**src/rtl/mem_arbiter_if.sv**
```systemverilog
// mem_arbiter_if: fetch, load/store and memory port bundle for mem_arbiter
interface mem_arbiter_if #(
  parameter int ADDR_W = 32,
  parameter int DATA_W = 32
);
  logic              if_req;
  logic [ADDR_W-1:0] if_addr;
  logic [DATA_W-1:0] if_rdata;
  logic              if_ready;
  logic              ls_req;
  logic              ls_we;
  logic [ADDR_W-1:0] ls_addr;
  logic [DATA_W-1:0] ls_wdata;
  logic [3:0]        ls_sel;
  logic [DATA_W-1:0] ls_rdata;
  logic              ls_ready;
  logic              mem_ce;
  logic              mem_we;
  logic [ADDR_W-1:0] mem_addr;
  logic [DATA_W-1:0] mem_wdata;
  logic [3:0]        mem_sel;
  logic [DATA_W-1:0] mem_rdata;
  logic              stall_req;
  modport slave (
    input  if_req, if_addr, ls_req, ls_we, ls_addr, ls_wdata, ls_sel, mem_rdata,
    output if_rdata, if_ready, ls_rdata, ls_ready, mem_ce, mem_we, mem_addr, mem_wdata, mem_sel,
           stall_req
  );
  modport master (
    output if_req, if_addr, ls_req, ls_we, ls_addr, ls_wdata, ls_sel, mem_rdata,
    input  if_rdata, if_ready, ls_rdata, ls_ready, mem_ce, mem_we, mem_addr, mem_wdata, mem_sel,
           stall_req
  );
endinterface

```
**src/rtl/mem_arbiter.sv**
```systemverilog
// mem_arbiter: shares one single-port memory between the fetch (IF) and load/store (LS) ports.
// Define ARB_RR_EN for round-robin arbitration; otherwise LS has fixed priority over IF.
module mem_arbiter #(
  parameter int ADDR_W  = 32,
  parameter int DATA_W  = 32,
  parameter int MEM_LAT = 1
) (
  input logic          clk,
  input logic          rst,
  mem_arbiter_if.slave bus
);
  typedef enum logic [1:0] {IDLE, BUSY, DONE} state_t;
  localparam logic [2:0] LAST = 3'(MEM_LAT - 1);
  state_t            state_q, state_d;
  logic [2:0]        cnt_q, cnt_d;
  logic              own_ls_q, own_ls_d;
  logic              mem_ce_q, mem_ce_d;
  logic              mem_we_q, mem_we_d;
  logic [ADDR_W-1:0] mem_addr_q, mem_addr_d;
  logic [DATA_W-1:0] mem_wdata_q, mem_wdata_d;
  logic [3:0]        mem_sel_q, mem_sel_d;
  logic [DATA_W-1:0] if_rdata_q, if_rdata_d;
  logic [DATA_W-1:0] ls_rdata_q, ls_rdata_d;
  logic              if_ready_q, if_ready_d;
  logic              ls_ready_q, ls_ready_d;
  logic              any_req, grant_ls;
  assign any_req = bus.if_req | bus.ls_req;
`ifdef ARB_RR_EN
  logic last_ls_q, last_ls_d;
  // on contention the port served last time yields
  assign grant_ls  = bus.ls_req & (~bus.if_req | ~last_ls_q);
  assign last_ls_d = (state_q == IDLE && any_req) ? grant_ls : last_ls_q;
  always_ff @(posedge clk) last_ls_q <= rst ? last_ls_d : 1'b0;
`else
  assign grant_ls = bus.ls_req;
`endif
  always_comb begin
    state_d     = state_q;
    cnt_d       = cnt_q;
    own_ls_d    = own_ls_q;
    mem_ce_d    = mem_ce_q;
    mem_we_d    = mem_we_q;
    mem_addr_d  = mem_addr_q;
    mem_wdata_d = mem_wdata_q;
    mem_sel_d   = mem_sel_q;
    if_rdata_d  = if_rdata_q;
    ls_rdata_d  = ls_rdata_q;
    if_ready_d  = 1'b0;
    ls_ready_d  = 1'b0;
    case (state_q)
      IDLE: if (any_req) begin
        state_d     = BUSY;
        cnt_d       = '0;
        own_ls_d    = grant_ls;
        mem_ce_d    = 1'b1;
        mem_we_d    = grant_ls & bus.ls_we;
        mem_addr_d  = grant_ls ? bus.ls_addr : bus.if_addr;
        mem_wdata_d = grant_ls ? bus.ls_wdata : '0;
        mem_sel_d   = grant_ls ? bus.ls_sel : 4'hF;
      end
      BUSY: begin
        cnt_d = cnt_q + 3'd1;
        if (cnt_q == LAST) begin
          state_d    = DONE;
          mem_ce_d   = 1'b0;
          mem_we_d   = 1'b0;
          if_ready_d = ~own_ls_q;
          ls_ready_d = own_ls_q;
          if_rdata_d = own_ls_q ? if_rdata_q : bus.mem_rdata;
          ls_rdata_d = (own_ls_q & ~mem_we_q) ? bus.mem_rdata : ls_rdata_q;
        end
      end
      default: state_d = IDLE;
    endcase
  end
  always_ff @(posedge clk) begin
    if (!rst) begin
      state_q     <= IDLE;
      cnt_q       <= '0;
      own_ls_q    <= 1'b0;
      mem_ce_q    <= 1'b0;
      mem_we_q    <= 1'b0;
      mem_addr_q  <= '0;
      mem_wdata_q <= '0;
      mem_sel_q   <= '0;
      if_rdata_q  <= '0;
      ls_rdata_q  <= '0;
      if_ready_q  <= 1'b0;
      ls_ready_q  <= 1'b0;
    end else begin
      state_q     <= state_d;
      cnt_q       <= cnt_d;
      own_ls_q    <= own_ls_d;
      mem_ce_q    <= mem_ce_d;
      mem_we_q    <= mem_we_d;
      mem_addr_q  <= mem_addr_d;
      mem_wdata_q <= mem_wdata_d;
      mem_sel_q   <= mem_sel_d;
      if_rdata_q  <= if_rdata_d;
      ls_rdata_q  <= ls_rdata_d;
      if_ready_q  <= if_ready_d;
      ls_ready_q  <= ls_ready_d;
    end
  end
  assign bus.mem_ce    = mem_ce_q;
  assign bus.mem_we    = mem_we_q;
  assign bus.mem_addr  = mem_addr_q;
  assign bus.mem_wdata = mem_wdata_q;
  assign bus.mem_sel   = mem_sel_q;
  assign bus.if_rdata  = if_rdata_q;
  assign bus.ls_rdata  = ls_rdata_q;
  assign bus.if_ready  = if_ready_q;
  assign bus.ls_ready  = ls_ready_q;
  assign bus.stall_req = rst & ((bus.if_req & ~if_ready_q) | (bus.ls_req & ~ls_ready_q));
endmodule

```
**src/flat_wrapper.sv**
```systemverilog
// flat-port wrapper written by rule: the top's interface ports become plain ports
module mem_arbiter_flat 
#(
  parameter int ADDR_W  = 32,
  parameter int DATA_W  = 32,
  parameter int MEM_LAT = 1
)
  (clk, rst, bus_if_req, bus_if_addr, bus_ls_req, bus_ls_we, bus_ls_addr, bus_ls_wdata, bus_ls_sel, bus_mem_rdata, bus_if_rdata, bus_if_ready, bus_ls_rdata, bus_ls_ready, bus_mem_ce, bus_mem_we, bus_mem_addr, bus_mem_wdata, bus_mem_sel, bus_stall_req);
  mem_arbiter_if #(.ADDR_W(ADDR_W), .DATA_W(DATA_W)) bus_i ();
  input logic clk;
  input logic rst;
  input wire logic [$bits(bus_i.if_req)-1:0] bus_if_req;
  input wire logic [$bits(bus_i.if_addr)-1:0] bus_if_addr;
  input wire logic [$bits(bus_i.ls_req)-1:0] bus_ls_req;
  input wire logic [$bits(bus_i.ls_we)-1:0] bus_ls_we;
  input wire logic [$bits(bus_i.ls_addr)-1:0] bus_ls_addr;
  input wire logic [$bits(bus_i.ls_wdata)-1:0] bus_ls_wdata;
  input wire logic [$bits(bus_i.ls_sel)-1:0] bus_ls_sel;
  input wire logic [$bits(bus_i.mem_rdata)-1:0] bus_mem_rdata;
  output wire logic [$bits(bus_i.if_rdata)-1:0] bus_if_rdata;
  output wire logic [$bits(bus_i.if_ready)-1:0] bus_if_ready;
  output wire logic [$bits(bus_i.ls_rdata)-1:0] bus_ls_rdata;
  output wire logic [$bits(bus_i.ls_ready)-1:0] bus_ls_ready;
  output wire logic [$bits(bus_i.mem_ce)-1:0] bus_mem_ce;
  output wire logic [$bits(bus_i.mem_we)-1:0] bus_mem_we;
  output wire logic [$bits(bus_i.mem_addr)-1:0] bus_mem_addr;
  output wire logic [$bits(bus_i.mem_wdata)-1:0] bus_mem_wdata;
  output wire logic [$bits(bus_i.mem_sel)-1:0] bus_mem_sel;
  output wire logic [$bits(bus_i.stall_req)-1:0] bus_stall_req;
  assign bus_i.if_req = bus_if_req;
  assign bus_i.if_addr = bus_if_addr;
  assign bus_i.ls_req = bus_ls_req;
  assign bus_i.ls_we = bus_ls_we;
  assign bus_i.ls_addr = bus_ls_addr;
  assign bus_i.ls_wdata = bus_ls_wdata;
  assign bus_i.ls_sel = bus_ls_sel;
  assign bus_i.mem_rdata = bus_mem_rdata;
  assign bus_if_rdata = bus_i.if_rdata;
  assign bus_if_ready = bus_i.if_ready;
  assign bus_ls_rdata = bus_i.ls_rdata;
  assign bus_ls_ready = bus_i.ls_ready;
  assign bus_mem_ce = bus_i.mem_ce;
  assign bus_mem_we = bus_i.mem_we;
  assign bus_mem_addr = bus_i.mem_addr;
  assign bus_mem_wdata = bus_i.mem_wdata;
  assign bus_mem_sel = bus_i.mem_sel;
  assign bus_stall_req = bus_i.stall_req;
  mem_arbiter #(.ADDR_W(ADDR_W), .DATA_W(DATA_W), .MEM_LAT(MEM_LAT)) u_core (.clk(clk), .rst(rst), .bus(bus_i));
endmodule
```
**config.mk**
```make
export PLATFORM = sky130hd
export DESIGN_NAME = mem_arbiter_flat
export DESIGN_NICKNAME = d
export VERILOG_FILES = /design/src/rtl/mem_arbiter_if.sv /design/src/rtl/mem_arbiter.sv /design/src/flat_wrapper.sv
export SDC_FILE = /design/constraint.sdc
export NUM_CORES = 1
export LEC_CHECK = 0
export BUFFER_PORTS_ARGS = -buffer_cell sky130_fd_sc_hd__buf_4
export CAP_MARGIN = 20
export CORE_MARGIN = 4
export CORE_UTILIZATION = 47
export DETAILED_ROUTE_END_ITERATION = 8
export GPL_ROUTABILITY_DRIVEN = 0
export HOLD_SLACK_MARGIN = 0.05
export PLACE_DENSITY = 0.81
export SYNTH_ARGS = -nofsm -noshare
export SYNTH_HDL_FRONTEND = slang
export SYNTH_SLANG_ARGS = --single-unit
export TNS_END_PERCENT = 50
```
**constraint.sdc**
```tcl
create_clock -name clk -period 1.65 [get_ports clk]
set_clock_uncertainty 0.05 [all_clocks]
set_input_delay 0.0825 -clock clk [delete_from_list [all_inputs] [get_ports clk]]
set_output_delay 0.0825 -clock clk [all_outputs]
set_load 0.02 [all_outputs]
```
==> flow_summary.json, run 1 <==
{
  "synth_seq_cells": 142,
  "drc": 0,
  "insertion_delay_ns": 0.41,
  "area_delta_synth_final_pct": 72.54,
  "crit_path_end": "bus_stall_req",
  "grt_overflow": 0,
  "dr.pass1.iters": 5,
  "dp.cells": 1004,
  "syn-mean-instance-area_sq_um": 9.723,
  "synth_xor_area_share_pct": 0,
  "clkTransAtPathRegs_ns": 0.06,
  "core_area_sq_mm": 0.01206,
  "synthMuxAreaShare_pct": 16.53,
  "critPathSlowestCell": "dlygate4sd3_1",
  "clkPwrFrac_pct": 37.0,
  "die_x_um": 119.2,
  "clock.fmax_ghz": 0.6355,
  "crit_path_start": "rst",
  "crit_path_cell_trace": "dlygate4sd3_1 > buf_4 > buf_6 > and2_1 > buf_4",
  "grt_max_degree": 39,
  "htreeDepth": 4,
  "ioPinCount": 274,
  "die_h_um": 119.2,
  "via_per_inst": 5.221,
  "synth_compound_area_share_pct": 14.35,
  "reg2reg_depth": 7,
  "drv_cap": 0,
  "root_buffer": "clkbuf_16",
  "antenna_left": 0,
  "synth_nets": 737,
  "synth_top_area_cell": "dfxtp_1",
  "p_int_w": 0.007256,
  "tightest_slew_ns": 0.6080,
  "critPathLaunchType": "primary input",
  "slowest_delay_ns": 0.56,
  "report.final.slew_viol_count": 0,
  "seq_power_share_pct": 38.5,
  "final_cells": 1172,
  "cts_tree": "done",
  "fin_crit_ns": 1.574,
  "hold_viol_final": 0,
  "worst_hold_slack_ns": 0.06994,
  "synth-async-reset-ratio_pct": 0,
  "r2r-end": "u_core.bus.ls_rdata[6]",
  "relSlewSlack_pct": 59.47,
  "nets": 1130,
  "cp_common_cell": "buf_4",
  "cts_num_sinks": 142,
  "r2r_slack_ns": 0.08,
  "num_vias": 6119,
  "synth-edff-count": 0,
  "arrival_ns": 1.44,
  "place.detailed.hpwl_mm": 12.44,
  "ys_top_cells_by_area": "dfxtp_1 (49%), mux2i_1 (17%), nand2_1 (8.8%), o211a_1 (5.5%), a21boi_1 (3.1%)",
  "ys_seq_area_share_pct": 48.89,
  "start_util_pct": 48.21,
  "worst-endpoint-required_ns": 1.52,
  "hp-class": "primary input to flop",
  "synth_cells": 598,
  "wl_per_cell_um": 17.66,
  "wirelength_mm": 20.70,
  "combPwrFrac_pct": 24.5,
  "synth_most_common_cell": "dfxtp_1",
  "antenna_cells": 0,
  "power_density_mw_per_mm2": 1021,
  "gr-usage-all-layers_pct": 28.48,
  "synthAdderAreaFrac_pct": 0.4304,
  "critPathMaxFanout": 21,
  "worstSetupEndpointType": "output port",
  "grt_pass1_vias": 6431,
  "status": "completed",
  "dieArea_sq_mm": 0.01421,
  "layout-drive-gt1-share_pct": 34.16,
  "cts_buffers": 17,
  "grt_antenna_before_repair": 0,
  "num_rows": 40,
  "grt_pass1_wl_mm": 32.82,
  "synth.top_cell.area_share_pct": 48.89,
  "p_leak_nw": 4.953,
  "synth_top_family_by_area": "multiplexers",
  "r2r-start": "u_core.cnt_q[1]",
  "setup_viol": 0,
  "portBuffers": 273,
  "p_sw_share_pct": 29.18,
  "clock_path_buffers": 2,
  "post_synth_and_or_nand_nor_area_fraction_pct": 14.55,
  "netSwitchingPower_w": 0.002989,
  "synth_area_sq_mm": 0.005814,
  "critical_path_class": "primary input to output port",
  "synthTopCellsByCount": "dfxtp_1 (142), nand2_1 (136), mux2i_1 (96)",
  "drt_iter0_markers": 495,
  "ys_warn_count": 0,
  "period_share_pct": 95.37,
  "synthFlopType": "dfxtp_1",
  "ys_types": 34,
  "vdd_drop_max_v": 0.0005777,
  "min_path_cells": 4,
  "rsz0062_at_grt": "yes"
}
## state kept, by name (all words and copies together) (netlist names)
signal	flops
u_core.bus.if_ready	1
u_core.bus.mem_ce	1
u_core.cnt_q	3
u_core.own_ls_q	1
u_core.bus.ls_rdata	32
u_core.bus.if_rdata	32
u_core.state_q	2
u_core.bus.mem_addr	32
u_core.bus.ls_ready	1
u_core.bus.mem_sel	4
u_core.bus.mem_we	1
u_core.bus.mem_wdata	32
## critical path, delay by kind of cell
kind	cells	cell delay, ns
buffers and inverters	4	1.20
and+or+nand+nor	1	0.14
## cell families after synthesis
logic type	after synthesis
fa+ha+maj	2
compound gates	111
flops	142
simple gates	189
buf+inv	58
mux	96
## cell usage in the layout, fill, tap and decap left out, types with 10 or more instances in the layout
cell type	n
buf_4	282
dfxtp_1	139
nand2_1	136
dlygate4sd3_1	133
mux2i_1	94
o21ai_0	35
nand3_1	33
o211a_1	32
a21boi_1	24
clkbuf_16	17
a21boi_0	10
## per-stage QoR
| stage | instance area, sq um | total power [W] | util, % | TNS (ns) | setup slack, ns |
|---|---|---|---|---|---|
| final | 10030 | 0.01025 | 83.17 | 0 | 0.07639 |
| after CTS | 10000 | 0.01020 | 82.90 | 0 | 0.01540 |
| after global placement | 8049 | 0.006092 | 66.73 | 0 | 0.1176 |
| after detailed placement | 8049 | 0.006150 | 66.73 | -0.0003749 | -0.0003749 |
| after floorplan | 5814 | 0.005162 | - | 0 | 0.1189 |
| after global routing | 10030 | 0.01061 | 83.17 | -0.002863 | -0.001936 |
## power by group through the flow
stage	combinational, W	clock (W)	sequential, W
after floorplan	0.000859	0	0.00430
after global placement	0.00211	0	0.00399
after global routing	0.00267	0.00396	0.00398
after CTS	0.00245	0.00383	0.00393
after detailed placement	0.00215	0	0.00400
final	0.00251	0.00379	0.00394
## how the worst min path moves through the flow
stage,end,start
final,u_core.bus.mem_addr[2],bus_ls_addr[2]
after detailed placement,u_core.bus.mem_wdata[22],bus_ls_wdata[22]
after global placement,u_core.bus.mem_wdata[16],bus_ls_wdata[16]
after floorplan,u_core.bus.mem_wdata[10],bus_ls_wdata[10]
after CTS,u_core.bus.mem_addr[2],bus_if_addr[2]
after global routing,u_core.bus.mem_addr[2],bus_ls_addr[2]
## layout make-up
type / instances / area, sq um
sequential: 142 / 2846
multi-input combinational: 398 / 2690
clock inverter: 14 / 158.9
timing repair buffer: 427 / 3679
inverter: 5 / 18.77
fill: 596 / 2029
clock buffer: 18 / 429.2
tap: 168 / 210.2
## metal layers
layer / part of all wire, % / global-route usage [%]
met3: 7.2 / 7.597
met2: 52 / 52.24
met5: 0 / 0
met4: 3.3 / 11.44
met1: 37 / 30.88
## timing repair
item | CTS | global route
hold buffers | 132 | 1
buffers inserted | 1 | 1
resized for setup | 1 | 9
cloned | 1 | 0
endpoints found under the hold margin | 138 | 1
pin swaps | 0 | 1
setup endpoints to repair | 2 | 37
Note: power is estimated with default switching activity, not from simulation.
==> inputs of run 2 (changes only) <==
--- a/config.mk
+++ b/config.mk
@@ -5,14 +5,15 @@
 export SDC_FILE = /design/constraint.sdc
 export NUM_CORES = 1
 export LEC_CHECK = 0
+export ABC_AREA = 1
 export BUFFER_PORTS_ARGS = -buffer_cell sky130_fd_sc_hd__buf_4
 export CAP_MARGIN = 20
 export CORE_MARGIN = 4
 export CORE_UTILIZATION = 47
 export DETAILED_ROUTE_END_ITERATION = 8
 export GPL_ROUTABILITY_DRIVEN = 0
-export HOLD_SLACK_MARGIN = 0.05
-export PLACE_DENSITY = 0.81
+export HOLD_SLACK_MARGIN = 0.15
+export PLACE_DENSITY = 0.8
 export SYNTH_ARGS = -nofsm -noshare
 export SYNTH_HDL_FRONTEND = slang
 export SYNTH_SLANG_ARGS = --single-unit
==> run 2 against run 1 <==
Worst setup slack improved by 0.0026 ns. Via count grew 24%. Die area increased by 3.8%. Largest cell class unchanged. Critical path type is now flop to flop. Wire length up 20%. Cell area up 3.0%.
==> flow_summary.json, run 2 <==
{
  "start_util_pct": 47.93,
  "vdd_drop_max_v": 0.0007249,
  "combPwrFrac_pct": 28.0,
  "report.final.slew_viol_count": 0,
  "p_sw_share_pct": 30.70,
  "synth-edff-count": 0,
  "critPathLaunchType": "flop",
  "synth_top_area_cell": "dfxtp_1",
  "grt_pass1_wl_mm": 37.49,
  "grt_pass1_vias": 7446,
  "p_leak_nw": 5.205,
  "layout_commonest_cell": "buf_4",
  "worst_hold_slack_ns": 0.2124,
  "setup_viol": 0,
  "wl_per_cell_um": 16.72,
  "grt_max_degree": 61,
  "clkTransAtPathRegs_ns": 0.06,
  "status": "completed",
  "via_per_inst": 5.082,
  "hold_viol_final": 0,
  "place.detailed.hpwl_mm": 13.23,
  "relSlewSlack_pct": 61.95,
  "synth_area_sq_mm": 0.006048,
  "die_x_um": 121.4,
  "num_vias": 7557,
  "antenna_left": 0,
  "syn-mean-instance-area_sq_um": 6.646,
  "worstSetupEndpointType": "flop",
  "nets": 1441,
  "arrival_ns": 1.84,
  "portBuffers": 273,
  "synth_seq_cells": 142,
  "area_delta_synth_final_pct": 70.79,
  "power_density_mw_per_mm2": 1117,
  "drc": 0,
  "hp-class": "primary input to flop",
  "p_int_w": 0.007992,
  "tightest_slew_ns": 0.5707,
  "cts_buffers": 17,
  "ys_warn_count": 0,
  "final_cell_mix": "buf_4 (283), nand2_1 (239), nor2_1 (176), dfxtp_1 (142), dlygate4sd3_1 (137)",
  "drv_cap": 0,
  "clkPwrFrac_pct": 37.0,
  "cts_num_sinks": 142,
  "grt_overflow": 0,
  "ys_top_cells_by_area": "dfxtp_1 (47%), nand2_1 (15%), nor2_1 (11%), nand3_1 (8.2%), inv_1 (6.5%)",
  "dr.pass1.iters": 5,
  "clock_path_buffers": 2,
  "layout-drive-gt1-share_pct": 25.63,
  "dieArea_sq_mm": 0.01475,
  "num_rows": 41,
  "insertion_delay_ns": 0.42,
  "timing.final.ws_setup_ns": 0.07903,
  "core_area_sq_mm": 0.01262,
  "dp_slack_ns": 0.1264,
  "period_share_pct": 95.21,
  "fin_crit_ns": 1.571,
  "netSwitchingPower_w": 0.003541,
  "wirelength_mm": 24.86,
  "cts_tree": "done",
  "grt_antenna_before_repair": 0,
  "root_buffer": "clkbuf_16",
  "tns_ns": 0,
  "synth.top_cell.area_share_pct": 47.00,
  "synth-async-reset-ratio_pct": 0,
  "clock.fmax_ghz": 0.6366,
  "die_h_um": 121.4,
  "critical_path_class": "flop to flop",
  "synthFlopType": "dfxtp_1",
  "gr-usage-all-layers_pct": 32.47,
  "seq_power_share_pct": 35.1,
  "ys_types": 18,
  "finalCoreUtilization_pct": 81.86,
  "synth_nets": 1049,
  "htreeDepth": 4,
  "antenna_cells": 0,
  "ioPinCount": 274,
  "ys_seq_area_share_pct": 47.00,
  "n_fill_cell": 760,
  "drt_iter0_markers": 708,
  "critPathMaxFanout": 22,
  "synth_cells": 910,
  "synth_most_common_cell": "nand2_1",
  "synthTopCellsByCount": "nand2_1 (240), nor2_1 (176), dfxtp_1 (142)",
  "worst-endpoint-required_ns": 1.92
}
-- run 2: cell count changes in the layout (fill, tap and decap cells not counted), sizes merged, moves of 5 or more --
cell | previous run | this run
nand3 | 33 | 99
inv | 10 | 110
nor2 | 5 | 181
o211a | 32 | 0
nand2 | 136 | 241
a21boi | 34 | 0
clkbuf | 18 | 23
mux2i | 96 | 0
a21oi | 2 | 38
-- run 2: layer usage --
| layer | track usage [%] | up-vias | share of wire, % |
|---|---|---|---|
| li1 | - | 3559 | - |
| met1 | 36.09 | 3425 | 36 |
| met2 | 53.44 | 451 | 48 |
| met3 | 10.12 | 122 | 9.4 |
| met4 | 21.08 | 0 | 6.4 |
| met5 | 0 | - | 0 |
-- run 2: final timing paths --
check                           startpoint                  endpoint  slack (ns)  depth (start not counted)
hold reg to reg   u_core.bus.mem_wdata[21]  u_core.bus.mem_wdata[21]        0.41                          2
hold / removal                  bus_ls_req         u_core.state_q[0]        0.21                          5
setup / recovery           u_core.cnt_q[0]   u_core.bus.if_rdata[20]        0.08                          8
setup reg to reg           u_core.cnt_q[0]   u_core.bus.if_rdata[20]        0.08                          8
-- run 2: final cells by class --
type / instances / area, sq um / area share [%]
Multi-Input combinational cell: 602 / 2531 / 24.50
Timing Repair Buffer: 429 / 3669 / 35.51
Tap cell: 172 / 215.2 / 2.083
Inverter: 110 / 415.4 / 4.021
Clock buffer: 21 / 470.5 / 4.554
Clock inverter: 11 / 186.4 / 1.805
Sequential cell: 142 / 2843 / 27.52
-- run 2: stage by stage --
stage | cell area, sq um | total power [W] | instances
after floorplan | 6048 | 0.005640 | 910
after global placement | 8229 | 0.006759 | 1315
after detailed placement | 8229 | 0.006797 | 1315
after CTS | 10260 | 0.01129 | 1484
after global routing | 10330 | 0.01199 | 1487
final | 10330 | 0.01153 | 1487
-- run 2: kinds of logic (layout without fill, tap and decap cells) --
logic type,count (synthesis),after routing,synth area share (%)
AO/OA/AOI/OAI,77,77,6.392
flip-flops,142,142,47.00
adder cells (fa/ha/maj),2,2,0.4137
buffers and inverters,166,571,11.23
AND/OR/NAND/NOR,523,523,34.96
-- run 2: critical path: stages (launching register included) --
cell and delay [ns]:
dfxtp_1 0.32, inv_2 0.07, ha_2 0.18, nand2_2 0.10, nor2_4 0.27, clkbuf_16 0.26
nand3_1 0.10, nand2_1 0.07, nor2_1 0.04
-- run 2: power groups by stage --
stage / combinational, W / sequential [W] / clock (W)
2_1_floorplan: 0.00113 / 0.00451 / 0
3_3_place_gp: 0.00269 / 0.00407 / 0
3_5_place_dp: 0.00271 / 0.00408 / 0
4_1_cts: 0.00302 / 0.00401 / 0.00426
5_1_grt: 0.00347 / 0.00407 / 0.00445
6_report: 0.00323 / 0.00404 / 0.00426
-- run 2: what timing repair did --
action,CTS,global route
buffers inserted,0,1
endpoints found under the setup margin,0,41
endpoints found under the hold margin,140,0
hold buffers,137,0
resized for setup,0,7
==> inputs of run 3 (changes only) <==
--- a/config.mk
+++ b/config.mk
@@ -9,11 +9,11 @@
 export BUFFER_PORTS_ARGS = -buffer_cell sky130_fd_sc_hd__buf_4
 export CAP_MARGIN = 20
 export CORE_MARGIN = 4
-export CORE_UTILIZATION = 47
+export CORE_UTILIZATION = 51
 export DETAILED_ROUTE_END_ITERATION = 8
 export GPL_ROUTABILITY_DRIVEN = 0
 export HOLD_SLACK_MARGIN = 0.15
-export PLACE_DENSITY = 0.8
+export PLACE_DENSITY = 0.86
 export SYNTH_ARGS = -nofsm -noshare
 export SYNTH_HDL_FRONTEND = slang
 export SYNTH_SLANG_ARGS = --single-unit
==> constraint.sdc (replaced) <==
create_clock -name clk -period 1.92 [get_ports clk]
set_clock_uncertainty 0.05 [all_clocks]
set_input_delay 0.096 -clock clk [delete_from_list [all_inputs] [get_ports clk]]
set_output_delay 0.096 -clock clk [all_outputs]
set_load 0.02 [all_outputs]
==> run 3 against run 2 <==
The flow now finishes with violations (negative setup slack). Sequential share of layout area decreased by 0.18 points. Register-to-register slack got worse by 0.06 ns. Combinational power decreased by 9.3%. Clock-buffer cell count decreased by 3. Largest power group is now registers.
==> flow_summary.json, run 3 (synthesis gave the netlist of run 2 again) <==
{
  "status": "complete, but fails checks",
  "violations": "negative setup slack",
  "grt_pass1_wl_mm": 41.58,
  "reg2reg_depth": 5,
  "die_x_um": 116.9,
  "drc": 0,
  "wl_per_cell_um": 20.02,
  "tightest_slew_ns": 0.6561,
  "nets": 1453,
  "grt_antenna_before_repair": 0,
  "timing.final.ws_setup_ns": -0.1148,
  "via_per_inst": 5.663,
  "worstSetupEndpointType": "flop",
  "layout_commonest_cell": "buf_4",
  "num_rows": 39,
  "layout-drive-gt1-share_pct": 25.24,
  "critPathMaxFanout": 16,
  "wirelength_mm": 29.43,
  "root_buffer": "clkbuf_16",
  "cts_buffers": 17,
  "clock_path_buffers": 2,
  "insertion_delay_ns": 0.40,
  "clkTransAtPathRegs_ns": 0.07,
  "period_share_pct": 106.0,
  "grt_overflow": 0,
  "die_h_um": 116.9,
  "num_vias": 8325,
  "dp.cells": 1285,
  "hold_viol_final": 0,
  "grt_max_degree": 104,
  "hp-class": "primary input to flop",
  "worst-endpoint-required_ns": 2.16,
  "ioPinCount": 274,
  "drv_cap": 0,
  "gr-usage-all-layers_pct": 39.34,
  "start_util_pct": 52.52,
  "antenna_cells": 0,
  "tns_ns": -0.2832,
  "dieArea_sq_mm": 0.01367,
  "arrival_ns": 2.27,
  "hold_start": "rst",
  "antenna_left": 0,
  "finalCoreUtilization_pct": 90.30,
  "vdd_drop_max_v": 0.0009543,
  "crit_path_start": "bus_ls_req",
  "cts_tree": "done",
  "critPathLaunchType": "primary input",
  "critical_path_class": "primary input to flop",
  "report.final.slew_viol_count": 0,
  "grt_pass1_vias": 8229,
  "p_leak_nw": 5.237,
  "clock.fmax_ghz": 0.4915,
  "core_area_sq_mm": 0.01152,
  "area_delta_synth_final_pct": 71.93,
  "dr.pass1.iters": 6,
  "setup_viol": 8,
  "power_density_mw_per_mm2": 945.6,
  "cts_num_sinks": 142,
  "final_cell_mix": "buf_4 (282), nand2_1 (240), nor2_1 (176), dlygate4sd3_1 (148), dfxtp_1 (142)",
  "relSlewSlack_pct": 56.20,
  "place.detailed.hpwl_mm": 13.34,
  "fin_crit_ns": 2.035,
  "htreeDepth": 4,
  "portBuffers": 273,
  "r2r-start": "u_core.state_q[1]",
  "final_cells": 1470,
  "drt_iter0_markers": 1180,
  "min_path_cells": 3
}
## run 3: cell count changes in the layout (fill, tap and decap cells not counted), moves of 3 or more
cell / delta
clkinv_4: +3
clkbuf_8: -3
clkinvlp_4: +3
buf_12: +3
dlygate4sd3_1: +11
## run 3: metal layers
layer	routed length, um	vias to the layer above	GRT usage, %
li1	-	3582	-
met1	9727	3740	41.67
met2	13740	757	67.16
met3	3380	246	11.88
met4	2583	0	26.68
met5	0	-	0
## run 3: layout make-up
type	instances	area, sq um
Fill cell	464	1117
Inverter	110	417.9
Clock buffer	18	429.2
Sequential cell	142	2843
Timing Repair Buffer	441	3824
Tap cell	143	178.9
Multi-Input combinational cell	602	2536
Clock inverter	14	170.2
## run 3: timing repair
item                                   in CTS  in global routing
hold buffers                              149                  0
setup buffers                               0                  3
resized for setup                           0                 23
endpoints found under the hold margin     137                  0
setup endpoints to repair                   0                 44
## run 3: worst paths after layout
check,end,slack (ns)
worst min register to register,u_core.own_ls_q,0.42
worst max register to register,u_core.bus.mem_wdata[12],0.02
worst min-delay path,u_core.bus.mem_wdata[22],0.19
worst max-delay path,u_core.bus.mem_addr[1],-0.11
## run 3: critical path: stages
cell and delay [ns]:
dlygate4sd3_1 0.61, buf_8 0.16, inv_6 0.06, buf_12 0.15
nand2_1 0.06, nand2_1 0.08, dlygate4sd3_1 0.63, o21ai_0 0.30
nor2_1 0.10
## run 3: power by group
group          internal [W]  switching, W
clock               0.00205       0.00135
sequential          0.00327      0.000231
combinational       0.00123       0.00170
total               0.00655       0.00329
## run 3: stage by stage
| step | setup WS, ns | total power (W) | hold slack [ns] | cell area [sq um] |
|---|---|---|---|---|
| 5_1_grt | -0.1136 | 0.01013 | 0.2016 | 10400 |
| 2_1_floorplan | 0.5550 | 0.004847 | 0.2101 | 6048 |
| 6_report | -0.1148 | 0.009833 | 0.1914 | 10400 |
| 4_1_cts | 0.01542 | 0.009404 | 0.1626 | 10250 |
| 3_5_place_dp | 0.3920 | 0.005828 | 0.3031 | 8160 |
| 3_3_place_gp | 0.4422 | 0.005785 | 0.2978 | 8160 |
